--- src/rtl/ccff_loader_pkg.sv ---
// Shared types and word-geometry helpers for the configuration-chain loader.
// No logic of its own; latency and backpressure are defined by the users.
package ccff_loader_pkg;

    typedef enum logic [2:0] {
        IDLE,
        FETCH,
        SHIFT,
        PUSH,
        FIN
    } state_t;

    // Number of words needed to cover a chain of len bits.
    function automatic int nwords(input int len, input int w);
        return (len + w - 1) / w;
    endfunction

    // Bits actually used from the final word; its upper bits are discarded.
    function automatic int last_bits(input int len, input int w);
        return len - (nwords(len, w) - 1) * w;
    endfunction

endpackage

--- src/rtl/ccff_word_shifter.sv ---
// Word serialiser (LSB first) plus indexed capture register for the returning bits.
// One bit per shift cycle; no backpressure of its own, the parent gates shift.
module ccff_word_shifter #(
    parameter int WORD_W = 32,
    parameter int IDX_W  = 5
) (
    input  logic              clk,
    input  logic              rst_n,
    input  logic              load,
    input  logic              shift,
    input  logic              clear,
    input  logic [WORD_W-1:0] din,
    output logic              ser_out,
    input  logic              ser_in,
    output logic [WORD_W-1:0] par_out,
    output logic [IDX_W-1:0]  idx
);

    logic [WORD_W-1:0] sh_q;
    logic [WORD_W-1:0] cap_q;
    logic [IDX_W-1:0]  idx_q;

    always_ff @(posedge clk or negedge rst_n) begin
        if (!rst_n) begin
            sh_q <= '0;
        end else if (load) begin
            sh_q <= din;
        end else if (shift) begin
            sh_q <= {1'b0, sh_q[WORD_W-1:1]};
        end
    end

    // Capture starts from zero each word so a short final word reads back zero-extended.
    always_ff @(posedge clk or negedge rst_n) begin
        if (!rst_n) begin
            cap_q <= '0;
            idx_q <= '0;
        end else if (load || clear) begin
            cap_q <= '0;
            idx_q <= '0;
        end else if (shift) begin
            cap_q[idx_q] <= ser_in;
            idx_q        <= idx_q + IDX_W'(1);
        end
    end

    assign ser_out = sh_q[0];
    assign par_out = cap_q;
    assign idx     = idx_q;

endmodule

--- src/rtl/ccff_chain_loader.sv ---
// Loads the ccff chain from a word stream and returns the displaced bits as readback words.
// Latency: start->first shift 2 cycles; a full rb holding register stalls the chain in PUSH.
module ccff_chain_loader
    import ccff_loader_pkg::*;
#(
    parameter  int WORD_W    = 32,
    parameter  int CHAIN_LEN = 58,
    localparam int CNT_W     = $clog2(CHAIN_LEN + 1)
) (
    input  logic              prog_clk,
    input  logic              pReset_n,
    input  logic              start,
    input  logic              abort,
    output logic              busy,
    output logic              done,
    output logic              err,
    input  logic              cfg_valid,
    output logic              cfg_ready,
    input  logic [WORD_W-1:0] cfg_data,
    output logic              rb_valid,
    input  logic              rb_ready,
    output logic [WORD_W-1:0] rb_data,
    output logic              ccff_head,
    input  logic              ccff_tail,
    output logic              shift_en
);

    localparam int NW     = nwords(CHAIN_LEN, WORD_W);
    localparam int LAST_W = last_bits(CHAIN_LEN, WORD_W);
    localparam int IDX_W  = (WORD_W > 1) ? $clog2(WORD_W) : 1;

    localparam logic [CNT_W-1:0] LAST_START = CNT_W'((NW - 1) * WORD_W);
    localparam logic [CNT_W-1:0] CNT_MAX    = CNT_W'(CHAIN_LEN);
    localparam logic [IDX_W-1:0] FULL_IDX   = IDX_W'(WORD_W - 1);
    localparam logic [IDX_W-1:0] LAST_IDX   = IDX_W'(LAST_W - 1);

    state_t            state;
    state_t            state_nxt;
    logic [CNT_W-1:0]  bit_cnt;
    logic [IDX_W-1:0]  rb_idx;
    logic [WORD_W-1:0] rb_shreg;
    logic              ser_bit;
    logic              start_go;
    logic              abort_go;
    logic              rb_free;
    logic              push_go;
    logic              sh_load;
    logic              sh_shift;
    logic              word_end;

    assign start_go = (state == IDLE) & start & ~abort;
    assign abort_go = abort & (state != IDLE);
    assign rb_free  = ~rb_valid | rb_ready;
    assign push_go  = (state == PUSH) & rb_free & ~abort;
    assign sh_load  = (state == FETCH) & cfg_valid & ~abort;
    assign sh_shift = (state == SHIFT);

    // The final word is recognised by where bit_cnt stands, not by a word counter.
    assign word_end = (rb_idx == ((bit_cnt >= LAST_START) ? LAST_IDX : FULL_IDX));

    ccff_word_shifter #(
        .WORD_W (WORD_W),
        .IDX_W  (IDX_W)
    ) u_shifter (
        .clk     (prog_clk),
        .rst_n   (pReset_n),
        .load    (sh_load),
        .shift   (sh_shift),
        .clear   (push_go),
        .din     (cfg_data),
        .ser_out (ser_bit),
        .ser_in  (ccff_tail),
        .par_out (rb_shreg),
        .idx     (rb_idx)
    );

    always_ff @(posedge prog_clk or negedge pReset_n) begin
        if (!pReset_n) begin
            state <= IDLE;
        end else begin
            state <= state_nxt;
        end
    end

    always_comb begin
        state_nxt = state;
        case (state)
            IDLE:    if (start)     state_nxt = FETCH;
            FETCH:   if (cfg_valid) state_nxt = SHIFT;
            SHIFT:   if (word_end)  state_nxt = PUSH;
            PUSH:    if (rb_free)   state_nxt = (bit_cnt < CNT_MAX) ? FETCH : FIN;
            FIN:     if (!rb_valid) state_nxt = IDLE;
            default:                state_nxt = IDLE;
        endcase
        if (abort) begin
            state_nxt = IDLE;
        end
    end

    always_ff @(posedge prog_clk or negedge pReset_n) begin
        if (!pReset_n) begin
            bit_cnt <= '0;
            err     <= 1'b0;
        end else begin
            if (start_go) begin
                bit_cnt <= '0;
            end else if (sh_shift && (bit_cnt != CNT_MAX)) begin
                bit_cnt <= bit_cnt + CNT_W'(1);
            end
            if (abort) begin
                err <= 1'b1;
            end else if (start_go) begin
                err <= 1'b0;
            end
        end
    end

    // Readback holding register: an abort drops any undelivered word.
    always_ff @(posedge prog_clk or negedge pReset_n) begin
        if (!pReset_n) begin
            rb_valid <= 1'b0;
            rb_data  <= '0;
        end else begin
            if (abort_go) begin
                rb_valid <= 1'b0;
            end else if (push_go) begin
                rb_valid <= 1'b1;
            end else if (rb_ready) begin
                rb_valid <= 1'b0;
            end
            if (push_go) begin
                rb_data <= rb_shreg;
            end
        end
    end

    assign busy      = (state != IDLE);
    assign cfg_ready = (state == FETCH);
    assign shift_en  = sh_shift;
    assign ccff_head = sh_shift & ser_bit;
    assign done      = (state == FIN) & ~rb_valid & ~abort;

endmodule

--- config.mk ---
export PLATFORM = sky130hd
export DESIGN_NAME = ccff_chain_loader
export DESIGN_NICKNAME = d
export VERILOG_FILES = /design/src/rtl/ccff_loader_pkg.sv /design/src/rtl/ccff_word_shifter.sv /design/src/rtl/ccff_chain_loader.sv
export SDC_FILE = /design/constraint.sdc
export NUM_CORES = 1
export LEC_CHECK = 0
export ABC_AREA = 1
export ABC_CLOCK_PERIOD_IN_PS = 4400
export CAP_MARGIN = 20
export CORE_MARGIN = 3
export CORE_UTILIZATION = 40
export CTS_BUF_LIST = sky130_fd_sc_hd__clkbuf_4
export CTS_CLUSTER_DIAMETER = 60
export DETAILED_ROUTE_END_ITERATION = 6
export PLACE_DENSITY = 0.59
export SLEW_MARGIN = 20
export SYNTH_ARGS = -nofsm -noshare
export SYNTH_HDL_FRONTEND = slang
export SYNTH_SLANG_ARGS = --single-unit
export TNS_END_PERCENT = 20
--- constraint.sdc ---
create_clock -name prog_clk -period 4.4 [get_ports prog_clk]
set_input_delay 0.44 -clock prog_clk [delete_from_list [all_inputs] [get_ports prog_clk]]
set_output_delay 0.44 -clock prog_clk [all_outputs]
set_load 0.01 [all_outputs]
Word level (Yosys, flattened, before mapping)
Index checks and enable logic that the tools add are counted.

storage, ports and cells
  input bits = 39
  flip-flop bits (word level) = 112

operators by class
  mux-type cells = 25
  reductions and logical operators = 11
  $add $sub $neg = 2
  order comparisons = 4
  equal/unequal tests = 11
  bitwise gates (word level) = 13

operators with widths
  operator                                                     number
  two-way mux 32 bit                                           4
  bitwise mux 32 bit                                           1
  two-way mux 3 bit                                            8
  one-hot mux 3 bit (5 select lines)                           1
  two-way mux 6 bit                                            2
  != test 3 bit (second input constant)                        4
  AND 1 bit                                                    10
  two-way mux 5 bit                                            2
  nonzero test 2 bit                                           4
  adder 6 x 1 -> 6 bit (second input constant)                 1
  equality test 3 x 2 -> 1 bit (second input constant)         2
  >= comparator 6 bit (second input constant)                  1
  less-than comparator 5 x 6 -> 1 bit (second input constant)  1
  less-than comparator 6 bit (second input constant)           1
  two-way mux 1 bit                                            6
  != test 6 bit (second input constant)                        1
  nonzero test 3 bit                                           2
  adder 5 x 1 -> 5 bit (second input constant)                 1
  demux 1 bit (select 5 bit)                                   1
  equality test 5 bit                                          1
  >= comparator 5 x 1 -> 1 bit (second input constant)         1
  AND reduction 5 bit                                          1
  equality test 3 x 1 -> 1 bit (second input constant)         1
  equality test 3 bit (second input constant)                  1
  6 further kinds                                              8

Longest topological paths before layout
Gate-level depths: netlist (run 1).

  depth after elaboration = 7
  depth in mapped cells = 10
  mapped depth without buffers = 10

By module
Synthesis (run 1) repeated with hierarchy kept, for this count alone.

unflattened totals
  cells, all modules = 712
  area, all modules = 5559.1 um^2

modules (own cells, without submodules)
  module             sequential area each (um^2)  instances  area each (um^2)  cells each
  ccff_word_shifter  1726.7                       1          3548.4            464
  ccff_chain_loader  1076.0                       1          2010.7            248

Worst setup path before layout (run 1)
No wires, ideal clock.

  path type = register to output
  start point = register state[2]
  end point = output ccff_head
  stages on the path, launching flop included = 6
  data arrival time = 1135 ps
  slack = 2825 ps
  buffers on the path = 2
  data required time = 3960 ps
  cells stage by stage = dfrtp_1 -> nor2_1 -> nand2_1 -> buf_4 -> buf_2 -> nor2_1

on the way
  cells in the longest elaborated chain, start to end = 2

ends and longest elaborated chain
  item                          line                      source
  start: declaration            ccff_chain_loader.sv:37   state_t state;
  start signal: assignment      ccff_chain_loader.sv:81   state <= state_nxt;
  equality test 3 x 2 -> 1 bit  ccff_chain_loader.sv:56   assign sh_shift = (state == SHIFT);
  AND 1 bit                     ccff_chain_loader.sv:140  assign ccff_head = sh_shift & ser_bit;
  end: declaration              ccff_chain_loader.sv:23   output logic ccff_head,

Every way passes these cells.

Final worst setup path (run 1)
Same ends and word-level chain as after synthesis.

==> reports/metrics.cfg, run 1 <==
[outcome]
status=finished, violations left
violations=negative hold slack

[global_routing]
track_usage_pct=16.3
use_met3_pct=2.76
antenna_found_initial=0
grt_use_met2_pct=25.7
gr-total-overflow=0
grt_max_degree=82
busiest_layer=met2
grt_util_met1_pct=22.3
grt_pass1_vias=4171
grt_pass1_wl_um=19600

[run]
cap_viol_max_count=0

[drt]
wl_per_cell_um=12.9
postRouteAntennaNets=0
drt_iter0_markers=269
vias=4444
postRouteWirelength_um=11500
first_pass_iters=5
drcViolationCount=0
viasPerCell=4.97

[yosys]
yosys.area_share.adder_pct=1.15
yosysTopAreaCell=dfrtp_1
netlist_area_mm2=0.00543
seq_area_frac_synth_pct=51.6
synth_top_family_by_area=compound AO/OA/AOI/OAI gates
postSynthNetCount=706
synth_mux_area_share_pct=0.415
yosys_warnings=0
synth_cell_type_count=30
yosys.area_share.simple_pct=15.2
ys_top_cells_by_area=dfrtp_1 52%, o21ai_0 14%, inv_1 8.3%
syn_area_per_cell_um2=8.21
synth_top_area_share_pct=51.6
synth_xor_area_share_pct=0.484
synth-seq-cells=112
synth_compound_gate_area_share_pct=18.6
synthCells=662

[sta]
rsz0062_at_grt=false
worst_pin_slew_ns=0.910
post-route-min-period_ns=2.83
hold_viol_final=50
slew_headroom_pct=39.2
setup_violations=0
fmax_ghz=0.353
slew_viol_final=0
skew_ns=0.0171
timing.hold.ws_ns=-0.0302
period_share_pct=64.3
tns_ns=0

[hold_path]
hold_class=input port to async pin

[power_and_ir_drop]
power_leakage_nw=2.79
p_int_mw=1.85
power_density_mw_per_mm2=478
comb_power_share_pct=37.7
total_power_mw=3.03
p_sw_share_pct=39.0
clkPwrFrac_pct=14.8
switchingPower_mw=1.18
vdd_ir_drop_max_v=0.000222
seqPwrFrac_pct=47.4

[floorplan]
die_h_um=123
num_rows=41
core_area_mm2=0.0129
start_util_pct=42.0
dieWidth_um=123
die_area_mm2=0.0150
pin_count=78

[worst_setup_path]
crit_fanout=38
path_class=flop to output port
end_kind=output port
critPathRequiredTime_ns=3.96
start_kind=flop
crit_arrival_ns=2.39

[clock_tree]
cts-root-buf=clkbuf_4
cts_tree=yes
post-cts-setup-buffers=0
insertion_delay_ns=0.49
cts.clk_slew.worst_paths_ns=0.16
cts_hold_buffers=0
cts_sinks=112
cts_buffer_depth=2
cts_resized=0
htree_levels=3
cts_buffers=9

[placed_design]
placed_area_mm2=0.00623
finalWeightedCongestion=0.814
dp_hpwl_um=7670
portBuffers=77

[cells_and_area]
drive_above_1_share_pct=4.71
fin_area_mm2=0.00634
fin_nets=761
area_delta_synth_final_pct=16.7
n_antenna_cell=0
fillerInstances=1301

==> cell usage in the layout, fill, tap and decap left out <==
master	netlist	layout
xor2_1	3	3
nor2_4	1	1
o22ai_1	1	1
nor2_2	0	1
clkdlybuf4s50_1	0	75
nor2_1	54	53
buf_2	11	1
buf_6	5	1
ha_1	5	5
dfrtp_1	112	112
clkinv_2	0	4
clkbuf_4	0	11
a21oi_1	9	9
nand3_1	12	12
nand3_4	1	1
buf_4	5	3
nand2_2	1	2
nor3_1	1	1
nand4_1	31	31
inv_2	2	2
o21a_1	2	2
o221ai_1	2	2
inv_1	120	120
nand2_4	2	2
o211ai_1	1	1
o21ai_1	35	35
nand3_2	1	1
mux2_2	2	2
clkinv_1	0	1
nand2_1	77	76
inv_6	1	1
nor3_2	1	1
o21ai_0	149	149
==> critical path, stage by stage (launching register included) <==
cell             delay (ns)
dfrtp_1                0.50
nor2_1                 0.20
nand2_2                0.38
nor2_1                 0.25
clkdlybuf4s50_1        0.57
==> per-stage QoR <==
| stage | utilization (%) | setup WS [ns] | instances |
|---|---|---|---|
| CTS | 49.0 | 1.51 | 894 |
| global route | 49.0 | 1.40 | 894 |
| finish | 49.0 | 1.57 | 894 |
| detailed placement | 48.2 | 1.74 | 878 |
| floorplan | - | 2.82 | 662 |
| global placement | 48.2 | 1.81 | 878 |
==> flip-flops by register name, indices dropped and copies added, names as in the netlist <==
signal	count
u_shifter.idx	5
bit_cnt	6
u_shifter.par_out	32
err	1
rb_valid	1
state	3
rb_data	32
u_shifter.sh_q	32
==> path summary, 6_finish.rpt <==
kind | start | to | slack, ns | depth (start not counted)
max reg2reg | state[2] | u_shifter.sh_q[30] | 2.08 | 6
min reg2reg | rb_data[24] | rb_data[24] | 0.50 | 2
max | state[2] | ccff_head | 1.57 | 4
min in group prog_clk | ccff_tail | u_shifter.par_out[23] | 0.50 | 3
max in group asynchronous | pReset_n | rb_data[4] | 3.56 | 2
min | pReset_n | rb_data[20] | -0.03 | 1
==> cell families (layout without fill, tap and decap cells) <==
family	count (synthesis)	count (layout)
AND/OR/NAND/NOR	182	182
flip-flops	112	112
XOR/XNOR	3	3
AO/OA/AOI/OAI	199	199
multiplexers	2	2
adder cells (fa/ha/maj)	5	5
buffers and inverters	159	219
==> routing by layer <==
layer / vias to the layer above / routed length [um]
met5: - / 0
met4: 0 / 212
met3: 18 / 480
met2: 109 / 5450
met1: 2075 / 5370
li1: 2242 / -
==> cells in the mapped netlist, drive strengths merged <==
library cell / n
a21oi: 9
buf: 21
clkbuf: 15
dfrtp: 112
ha: 5
inv: 123
mux2: 2
nand2: 80
nand3: 14
nand4: 31
nor2: 55
nor3: 2
o211ai: 1
o21a: 2
o21ai: 184
o221ai: 2
o22ai: 1
xor2: 3
==> power by group through the flow <==
stage | clock [mW] | combinational [mW] | sequential (mW)
after floorplan | 0 | 0.785 | 1.45
after global placement | 0 | 1.12 | 1.45
after detailed placement | 0 | 1.15 | 1.46
after CTS | 0.473 | 1.16 | 1.44
after global routing | 0.509 | 1.33 | 1.47
final | 0.449 | 1.14 | 1.44
==> final cells by class <==
cell class	count	area [um2]	share of cell area, %
sequential	112	2800	44.2
tap	172	215	3.40
timing repair buffer	80	790	12.5
clock buffer	11	82.6	1.30
inverter	123	467	7.36
clock inverter	5	23.8	0.375
multi-input combinational	391	1960	30.9
No activity file was read; power rests on OpenSTA's default activity.
==> run 2: changes to the inputs <==
Settings changed: ABC_CLOCK_PERIOD_IN_PS 4400 to 2890.
Clock period 4.4 ns to 2.89 ns, I/O delays scaled along.
==> run 2 against run 1 <==
Against the previous run: the run now ends clean; clock power up 55%; die area unchanged; combinational power up 54%; flip-flop and latch count unchanged; sequential share of layout area down 0.46 points; utilization up 0.51 points; routed wire length up 1.5%; register-to-register slack worse by 1.0 ns; design area up 1.0%; sequential power up 52%; via count up 0.65%.
==> reports/metrics.cfg, run 2 (synthesized netlist as in run 1, its figures left out) <==
[clock_tree]
cts_buffer_depth=2  ; unchanged
cts_sinks=112  ; unchanged
cts_buffers=9  ; unchanged
cts_resized=0  ; unchanged
insertion_delay_ns=0.49  ; about the same
cts.clk_slew.worst_paths_ns=0.17  ; about the same
post-cts-setup-buffers=0  ; unchanged
cts-root-buf=clkbuf_4
cts_tree=yes
htree_levels=3  ; unchanged

[drt]
postRouteWirelength_um=11700  ; +1.5%
wl_per_cell_um=13.0  ; +0.77%
viasPerCell=4.97  ; about the same
first_pass_iters=6  ; +1
drt_iter0_markers=251  ; -6.7%
postRouteAntennaNets=0  ; unchanged
vias=4473  ; +0.65%
drcViolationCount=0  ; unchanged

[power_and_ir_drop]
vdd_ir_drop_max_v=0.000306  ; +38%
power_density_mw_per_mm2=726  ; +52%
power_leakage_nw=2.82  ; +1.0%

[cells_and_area]
final_common_cell=o21ai_0
final_util_pct=49.5  ; +0.51 points
n_antenna_cell=0  ; unchanged
fin_nets=767  ; +0.79%
layout_common_cells=149 x o21ai_0, 120 x inv_1, 112 x dfrtp_1
fin_area_mm2=0.00640  ; +1.0%
drive_above_1_share_pct=5.36  ; +0.65 points
area_delta_synth_final_pct=17.9

[worst_setup_path]
path_cells=nor2_1 > inv_1 > nor2_1 > inv_1 > clkdlybuf4s50_1
reg2reg_from=state[2]
crit_slowest_cell=dfrtp_1
cpPeakStageDelay_ns=0.51  ; -0.06 ns
crit_fanout=6  ; -84%
start_kind=flop
critPathRequiredTime_ns=2.60  ; -1.36 ns
cp_top_family=buffers and inverters
end_kind=output port
critPathBufInv=3  ; +2
r2r_setup_slack_ns=1.04  ; -1.04 ns
path_class=flop to output port
r2r_cells=6  ; unchanged
worstReg2RegEnd=u_shifter.sh_q[27]
crit_arrival_ns=1.97  ; -0.42 ns

[global_routing]
grt_max_degree=66  ; -20%
grt_pass1_wl_um=19900  ; +1.3%
grt_pass1_vias=4239  ; +1.6%
track_usage_pct=16.6  ; +0.36 points
gr-total-overflow=0  ; unchanged
antenna_found_initial=0  ; unchanged

[floorplan]
core_area_mm2=0.0129  ; unchanged
start_util_pct=42.0  ; unchanged
die_area_mm2=0.0150  ; unchanged
num_rows=41  ; unchanged
pin_count=78  ; unchanged
dieWidth_um=123  ; unchanged
die_h_um=123  ; unchanged

[sta]
slew_viol_final=0  ; unchanged
tns_ns=0  ; unchanged
rsz0062_at_grt=false
post-route-min-period_ns=2.26
setup_violations=0  ; unchanged
fmax_ghz=0.442
period_share_pct=78.3
timing.hold.ws_ns=0.216  ; +0.246 ns
hold_viol_final=0  ; -100%
slew_headroom_pct=51.4  ; +12 points
worst_pin_slew_ns=0.726  ; -0.184 ns
skew_ns=0.0188  ; +0.00168 ns

[placed_design]
placed_area_mm2=0.00628  ; +0.80%
dp_hpwl_um=7920  ; +3.3%
finalWeightedCongestion=0.830  ; +2.0%
portBuffers=77  ; unchanged

[hold_path]
hold_class=input port to async pin

[run]
cap_viol_max_count=0  ; unchanged

[outcome]
status=finished clean

-- run 2: timing repair --
| item | 4_1_cts | 5_1_grt |
|---|---|---|
| setup endpoints to repair | 0 | 0 |
| hold buffers | 1 | 0 |
| endpoints found under the hold margin | 20 | 0 |
-- run 2: metal layers --
metal | vias up | routed length, um | GRT usage (%)
met5 | - | 0 | 0
met4 | 0 | 170 | 6.23
met3 | 13 | 559 | 2.90
met2 | 110 | 5470 | 26.3
met1 | 2092 | 5480 | 22.9
li1 | 2258 | - | -
-- run 2: worst max path at each step --
stage | from | slack [ns] | end | cells past startpoint
after floorplan | state[2] | 1.47 | ccff_head | 5
after global placement | abort | 0.75 | rb_data[9] | 5
after detailed placement | abort | 0.71 | rb_data[9] | 5
after CTS | state[2] | 0.56 | ccff_head | 4
after global routing | state[2] | 0.48 | busy | 5
final | state[2] | 0.63 | busy | 5
-- run 2: final cells by class --
cell class | instances | area, um2
clock buffers | 10 | 75.1
multi-input cells | 391 | 1960
repair buffers | 86 | 851
flip-flops and latches | 112 | 2800
fillers | 1320 | 6520
well taps | 172 | 215
clock inverters | 6 | 36.3
inverters | 123 | 467
-- run 2: report_power, final --
part	internal, mW	switching [mW]
combinational	0.647	1.12
clock	0.183	0.513
sequential	1.99	0.199
-- run 2: worst register-to-register path: stages, from the launching register on --
cell,delay [ns]
dfrtp_1,0.53
nor2_1,0.11
nand2_2,0.08
buf_4,0.50
nand2_1,0.11
buf_4,0.25
o21ai_0,0.21
-- run 2: stage by stage --
stage / instances / worst slack [ns] / power, mW
floorplan: 662 / 1.47 / 3.41
global placement: 883 / 0.745 / 3.95
detailed placement: 883 / 0.712 / 4.01
CTS: 900 / 0.559 / 4.71
global route: 900 / 0.484 / 5.06
finish: 900 / 0.628 / 4.65
==> run 3: changes to the inputs <==
Settings changed: ABC_CLOCK_PERIOD_IN_PS 2890 to 2100.
Clock period 2.89 ns to 2.1 ns, I/O delays scaled along.
==> run 3 against run 2 <==
Against the previous run: register-to-register slack got worse by 0.71 ns; routed wire length rose by 1.7%; non-clock buffer count rose by 3.
==> reports/metrics.cfg, run 3 (synthesized netlist as in run 1, its figures left out) <==
[outcome]
status=finished clean

[worst_setup_path]
crit_fanout=6  ; unchanged
path_class=flop to output port
critPathRequiredTime_ns=1.89  ; -0.71 ns
start_kind=flop
worstReg2RegEnd=u_shifter.par_out[10]
r2r_cells=7  ; +1
r2r_setup_slack_ns=0.33  ; -0.71 ns
crit_arrival_ns=1.70  ; -0.27 ns
end_kind=output port
reg2reg_from=state[2]

[placed_design]
finalWeightedCongestion=0.835  ; +0.57%
dp_hpwl_um=8050  ; +1.6%
place_inst=886  ; +0.34%
pre_cts_ws_ns=0.247  ; -0.465 ns
portBuffers=77  ; unchanged
placed_area_mm2=0.00633  ; +0.76%

[hold_path]
hold_class=input port to async pin

[floorplan]
pin_count=78  ; unchanged
num_rows=41  ; unchanged
start_util_pct=42.0  ; unchanged
core_area_mm2=0.0129  ; unchanged
die_h_um=123  ; unchanged
die_area_mm2=0.0150  ; unchanged
dieWidth_um=123  ; unchanged

[run]
cap_viol_max_count=0  ; unchanged

[power_and_ir_drop]
seqPwrFrac_pct=45.9  ; -1.2 points
vdd_ir_drop_max_v=0.000562  ; +84%
comb_power_share_pct=37.5  ; -0.4 points
switchingPower_mw=2.57  ; +40%
clkPwrFrac_pct=16.7  ; +1.7 points
power_density_mw_per_mm2=1020  ; +40%
p_sw_share_pct=38.9  ; -0.41 points
power_leakage_nw=2.89  ; +2.6%
p_int_mw=4.03  ; +43%

[drt]
postRouteWirelength_um=11900  ; +1.7%
wl_per_cell_um=13.2  ; +1.4%
postRouteAntennaNets=0  ; unchanged
viasPerCell=4.94  ; -0.58%
vias=4462  ; -0.25%
drcViolationCount=0  ; unchanged
first_pass_iters=5  ; -1
drt_iter0_markers=249  ; -0.80%

[clock_tree]
cts_buffer_depth=2  ; unchanged
cts_tree=yes
cts.clk_slew.worst_paths_ns=0.16  ; about the same
cts-root-buf=clkbuf_4
insertion_delay_ns=0.49  ; about the same
htree_levels=3  ; unchanged
cts_buffers=9  ; unchanged
cts_sinks=112  ; unchanged

[sta]
setup_violations=0  ; unchanged
slew_viol_final=0  ; unchanged
fmax_ghz=0.522
tns_ns=0  ; unchanged
setup_ws_ns=0.186  ; -0.442 ns
slew_headroom_pct=50.1  ; -1.3 points
period_share_pct=91.2
worst_pin_slew_ns=0.743  ; +0.0163 ns
skew_ns=0.0158  ; -0.00296 ns
post-route-min-period_ns=1.91
rsz0062_at_grt=false
hold_viol_final=0  ; unchanged

[global_routing]
grt_pass1_vias=4262  ; +0.54%
antenna_found_initial=0  ; unchanged
track_usage_pct=16.8  ; +0.14 points
grt_max_degree=66  ; unchanged
gr-total-overflow=0  ; unchanged
grt_pass1_wl_um=20100  ; +1.3%

[cells_and_area]
stdcell_count=903  ; +0.33%
final_util_pct=50.2  ; +0.71 points
drive_above_1_share_pct=6.29  ; +0.94 points
fin_nets=770  ; +0.39%
layout_common_cells=149 x o21ai_0, 120 x inv_1, 109 x dfrtp_1
area_delta_synth_final_pct=19.6
n_antenna_cell=0  ; unchanged
fin_area_mm2=0.00649  ; +1.4%
final_common_cell=o21ai_0

==> run 3: cell count changes in the layout (fill, tap and decap cells not counted), moves of 2 or more <==
cell	delta
clkdlybuf4s50_1	-5
clkinv_2	-4
dfrtp_1	-3
dfrtp_2	+3
dlygate4sd2_1	+3
buf_12	+2
clkinv_4	+2
dlymetal6s2s_1	+2
==> run 3: worst max path at each step <==
stage | start | endpoint | cells past startpoint
2_1_floorplan | state[2] | u_shifter.sh_q[25] | 8
3_3_place_gp | abort | u_shifter.par_out[6] | 7
3_5_place_dp | abort | u_shifter.par_out[0] | 7
4_1_cts | state[1] | done | 4
5_1_grt | state[0] | busy | 5
6_report | state[0] | busy | 5
==> run 3: layer usage <==
layer  global-route usage, %  up-vias  wire length (um)
li1                        -     2258                 -
met1                    22.2     2091              5320
met2                    27.4      107              5820
met3                    4.75        6               649
met4                    3.99        0                87
met5                       0        -                 0
==> run 3: timing repair <==
action	in CTS	in global routing
hold buffers	1	0
pin swaps	0	0
resized for setup	6	3
setup endpoints to repair	4	2
setup buffers	0	0
endpoints found under the hold margin	112	0
==> run 3: metrics by stage <==
stage / power (mW) / hold WS [ns]
floorplan: 4.69 / -0.0856
finish: 6.60 / 0.0560
CTS: 6.69 / 0.0162
global route: 7.17 / 0.00684
detailed placement: 5.57 / 0.0265
global placement: 5.49 / 0.0277
==> run 3: final cells by class <==
type | count | area, um2
clock buffers | 9 | 67.6
fillers | 1294 | 6430
multi-input cells | 391 | 1960
flip-flops and latches | 112 | 2810
well taps | 172 | 215
repair buffers | 89 | 900
clock inverters | 7 | 80.1
inverters | 123 | 467
==> run 3: critical path, stage by stage, from the launching register on <==
cell and delay, ns:
dfrtp_2 0.49, nor2_2 0.15, inv_1 0.08, nor2_1 0.14, inv_1 0.08, dlygate4sd2_1 0.29
==> run 3: power by group through the flow <==
stage               registers [mW]  clock network, mW  logic, mW
floorplan                     3.04                  0       1.65
global placement              3.05                  0       2.43
detailed placement            3.07                  0       2.50
CTS                           3.03               1.16       2.50
global route                  3.10               1.24       2.83
finish                        3.03               1.10       2.47
